===== src/rtl/count99_down_timer.sv =====
// Mod-100 down timer with load/start/pause and BCD digit outputs.
// Optional COUNT99_AUTORELOAD_EN: reload from R instead of stopping in DONE.
module count99_down_timer #(
  parameter int MAXV = 99,
  parameter int W    = 8
) (
  input  logic         clk,
  input  logic         rst,
  input  logic         enable,
  input  logic         load,
  input  logic [W-1:0] load_val,
  input  logic         start,
  input  logic         pause,
  output logic [W-1:0] out,
  output logic [3:0]   tens,
  output logic [3:0]   ones,
  output logic         running,
  output logic         done,
  output logic         expired
);

  typedef enum logic [1:0] {
    IDLE,
    RUN,
    PAUSED,
    DONE
  } state_t;

  state_t       state, state_n;
  logic [W-1:0] rld, rld_n;
  logic [W-1:0] q_n;
  logic         exp_n;
  logic [W-1:0] clamp;

  assign clamp = (load_val > W'(MAXV)) ? W'(MAXV) : load_val;

  always_ff @(posedge clk) begin
    if (rst) begin
      state   <= IDLE;
      out     <= '0;
      rld     <= '0;
      expired <= 1'b0;
    end else begin
      state   <= state_n;
      out     <= q_n;
      rld     <= rld_n;
      expired <= exp_n;
    end
  end

  always_comb begin
    state_n = state;
    q_n     = out;
    rld_n   = rld;
    exp_n   = 1'b0;
    if (load) begin
      q_n     = clamp;
      rld_n   = clamp;
      state_n = IDLE;
    end else begin
      unique case (state)
        IDLE: begin
          if (start && out != '0)
            state_n = RUN;
        end
        RUN: begin
          // pause wins over enable and start in the same cycle
          if (pause) begin
            state_n = PAUSED;
          end else if (enable) begin
            if (out > W'(1)) begin
              q_n = out - W'(1);
            end else begin
              exp_n = 1'b1;
`ifdef COUNT99_AUTORELOAD_EN
              q_n = rld;
`else
              q_n     = '0;
              state_n = DONE;
`endif
            end
          end
        end
        PAUSED: begin
          if (start && !pause)
            state_n = RUN;
        end
        DONE: begin
          q_n = '0;
        end
        default: state_n = IDLE;
      endcase
    end
  end

  assign tens    = 4'(out / W'(10));
  assign ones    = 4'(out % W'(10));
  assign running = (state == RUN);
  assign done    = (state == DONE);

endmodule


===== config.mk =====
export PLATFORM = sky130hd
export DESIGN_NAME = count99_down_timer
export DESIGN_NICKNAME = d
export VERILOG_FILES = /design/src/rtl/count99_down_timer.sv
export SDC_FILE = /design/constraint.sdc
export NUM_CORES = 1
export LEC_CHECK = 0
export CAP_MARGIN = 15
export CORE_MARGIN = 5
export CORE_UTILIZATION = 25
export CTS_CLUSTER_SIZE = 28
export DETAILED_ROUTE_END_ITERATION = 6
export PLACE_DENSITY = 0.5
export SLEW_MARGIN = 10
export SYNTH_ARGS = -nofsm -noshare
export SYNTH_HDL_FRONTEND = slang
export SYNTH_SLANG_ARGS = --single-unit

===== constraint.sdc =====
create_clock -name clk -period 1.93 [get_ports clk]
set_input_delay 0.2895 -clock clk [delete_from_list [all_inputs] [get_ports clk]]
set_output_delay 0.2895 -clock clk [all_outputs]
set_load 0.02 [all_outputs]

==> results by group <==
Status
  – Status: finished with violations
  – Failing checks: setup timing

Synth
  – Seq/Total Area, Yosys: 16.8%
  – Area share of the largest cell type after synthesis: 16.8%
  – Multiplexer share of the synthesized area: 2.29%
  – Compound-Gate Fraction of Synth Area: 36.1%
  – Post-synth EDFFs: 0
  – Xor and xnor area share after synthesis: 4.58%
  – Avg Cell Area, Syn: 7.13 um^2
  – Synth Area in Adders: 3.82%
  – Post-synth top area cell: dfxtp_1
  – Synth Flop Type: dfxtp_1
  – Post-Synth Simple-Gate Area: 28.0%
  – Synth Instances: 184
  – Cell variety after synth: 55
  – Net Count, Synth: 202
  – Ys async rst share: 0%
  – Yosys warns: 0
  – FF+latch count, synth: 11
  – Largest family of logic cells by synthesized area: compound AO/OA/AOI/OAI gates
  – Commonest cells post-synth: 16 x a21oi_1, 16 x o21ai_0, 15 x nand2_1
  – Ranking of synthesized cells by area: dfxtp_1 17%, a21oi_1 6.1%, o21ai_0 6.1%, nand2_1 4.3%, nand2b_1 4.3%
  – Mapped cell area: 1310 um^2

Detailed routing
  – 1st-pass router iterations: 4
  – Post-Route WL: 4.76 mm
  – Vias per inst: 4.92
  – DRC Markers: 0
  – Vias: 1,728
  – Final ANT Viol Nets: 0
  – Initial drt markers: 84
  – Wire per inst: 13.5 um

Placement
  – IO buf count: 32
  – Pre-CTS setup slack: -827 ps
  – HPWL after DPL: 3.70 mm
  – Placer congestion estimate: 0.869

Die
  – Die area: 6790 um^2
  – Die width: 82.4 um
  – Core Region: 5110 um^2
  – Die H: 82.4 um
  – Number of I/O pins: 33
  – # rows: 26
  – Initial Util: 25.7%

Setup path
  – Worst Setup Start Kind: flip-flop
  – CP max-delay cell: or4b_4
  – CP Max Fanout: 7
  – CP max stage delay: 520 ps
  – Worst setup EP type: output port
  – Arrival time worst endpoint: 2200 ps
  – Setup CP Type: reg -> out
  – Worst EP required: 1640 ps
  – Crit-path cells: buf_6 > nor2b_4 > a22oi_2 > a22oi_1 > or4b_4 > a31oi_2 > xnor2_2 > buf_4

Timing
  – Fin. Hold Viols: 0
  – Slew headroom: 72.1%
  – Final min period: 2490 ps
  – Part of the cycle the worst path needs: 129%
  – WHS: 534 ps
  – Unrepaired setup endpoints after global routing: true
  – Layout Skew: 1.42 ps
  – F_max: 401 MHz
  – Least-Margin Pin Slew: 413 ps
  – Final setup margin: -562 ps
  – Final setup vio count: 5
  – Final Max Slew Viols: 0

Power
  – Register share of total power: 18.6%
  – Comb pwr share: 65.1%
  – Sw frac: 38.9%
  – Max IR drop VDD: 0.332 mV
  – Internal: 0.906 mW
  – Leakage: 1.01 nW
  – P_sw: 0.576 mW
  – Clock share of power: 16.3%
  – Pwr/cell area: 596 nW/um^2

Clock tree
  – Clock Latency Late Sink: 240 ps
  – TritonCTS clock tree: done
  – Root Driver: clkbuf_8
  – Clock-pin slew on the worst setup and hold paths: 60 ps
  – # clock sinks: 11
  – Post-CTS Hold Buffers: 0
  – CTS Buf Count: 3
  – H-tree levels: 1
  – Clk buf depth: 2

Layout
  – Syn-to-layout area delta: 89.7%
  – Fillers: 524
  – Fin nets: 300
  – Layout cell share with drive strength beyond 1: 47.0%
  – Ant. Diodes: 0

Global routing
  – Pin count of the biggest net entering global routing: 12
  – Gr usage total: 14.4%
  – Grt total ovfl: 0
  – First-pass GRT wire length: 7.79 mm
  – Vias in the first global route: 1,712
  – Initial antenna violation count: 0

Job
  – Max-cap viol count: 0

Hold path
  – Hold Path Class: reg -> reg
==> worst paths after layout <==
| check | start | end | slack, ps | cells after the start |
|---|---|---|---|---|
| worst max register to register | out[1]$_SDFFE_PP0P_ | out[5]$_SDFFE_PP0P_ | 0 | 9 |
| worst min-delay path | state[0]$_SDFFE_PP0P_ | expired$_SDFF_PP0_ | 530 | 2 |
| worst max-delay path | out[6]$_SDFFE_PP0P_ | ones[2] | -560 | 8 |
| worst min register to register | state[0]$_SDFFE_PP0P_ | expired$_SDFF_PP0_ | 530 | 2 |
==> cells in the final DEF, fill, tap and decap left out, types with 2 or more instances in the layout <==
cell	n
o21ai_2	3
dfxtp_1	4
o211ai_1	2
a32oi_1	2
and2_1	2
buf_4	73
dfxtp_4	5
nor2_1	11
a31oi_1	3
a21oi_2	3
clkdlybuf4s50_1	25
o21ai_1	3
buf_6	10
nor3_1	2
dfxtp_2	2
nand2_1	14
a21oi_1	13
nor2b_4	2
nor4_1	3
inv_1	4
or2_4	2
a222oi_1	2
a22oi_1	3
inv_4	3
o21ai_0	11
nor3b_1	2
o311ai_0	2
clkbuf_8	3
mux2i_1	3
o221ai_1	3
a22oi_2	2
nor2b_1	2
xnor2_2	3
ha_1	2
and3_1	2
nand2b_1	9
nand3_1	3
==> sequential cells by signal, summed over array words and instances (netlist names) <==
name     count
out          8
state        2
expired      1
==> power groups by stage <==
stage | registers [mW] | logic (mW) | clock network [mW]
after CTS | 0.275 | 0.942 | 0.243
final | 0.276 | 0.965 | 0.241
after global routing | 0.280 | 1.03 | 0.253
after detailed placement | 0.280 | 0.884 | 0
after floorplan | 0.285 | 0.488 | 0
after global placement | 0.280 | 0.887 | 0
==> per-layer routing <==
layer,vias to the layer above,part of all wire [%],track usage (%)
met5,-,0,0
met4,0,0.67,2.99
met3,4,3.1,1.19
met2,40,49,25.8
met1,792,47,18.8
li1,892,-,-
==> cells by family (layout without fill, tap and decap cells) <==
group           count (synthesis)  after routing
compound gates                 70             70
xor+xnor                        6              6
fa+ha+maj                       4              4
buf+inv                        23            120
flops                          11             11
mux                             3              3
simple gates                   67             67
==> final cells by class <==
| type | count | area [um^2] | share of cell area (%) |
|---|---|---|---|
| Multi-Input combinational cell | 150 | 1160 | 46.8 |
| Inverter | 7 | 33.8 | 1.36 |
| Timing Repair Buffer | 109 | 916 | 36.8 |
| Clock buffer | 4 | 45.0 | 1.81 |
| Sequential cell | 11 | 241 | 9.71 |
| Tap cell | 70 | 87.6 | 3.52 |
==> metrics by stage <==
step	total power, mW	setup TNS [ps]	utilization, %	cells	area [um^2]
finish	1.48	-2440	48.7	351	2490
CTS	1.46	-2400	47.4	348	2420
global placement	1.17	-4880	43.6	335	2230
global route	1.56	-3100	48.7	351	2490
detailed placement	1.16	-4550	43.6	335	2230
floorplan	0.772	-606	-	184	1430
==> worst max-delay path: cells and delay by family (launching register included) <==
family                 cells  cell delay (ps)
AO/OA/AOI/OAI              3              610
AND/OR/NAND/NOR            2              560
flip-flops                 1              390
buffers and inverters      2              270
XOR/XNOR                   1              130
==> timing repair <==
| action | 4_1_cts | 5_1_grt |
|---|---|---|
| cloned | 0 | 0 |
| buffers inserted | 9 | 3 |
| setup endpoints to repair | 15 | 15 |
| pin swaps | 24 | 12 |
| resized for setup | 60 | 16 |
(Power assumes the default switching activity.)
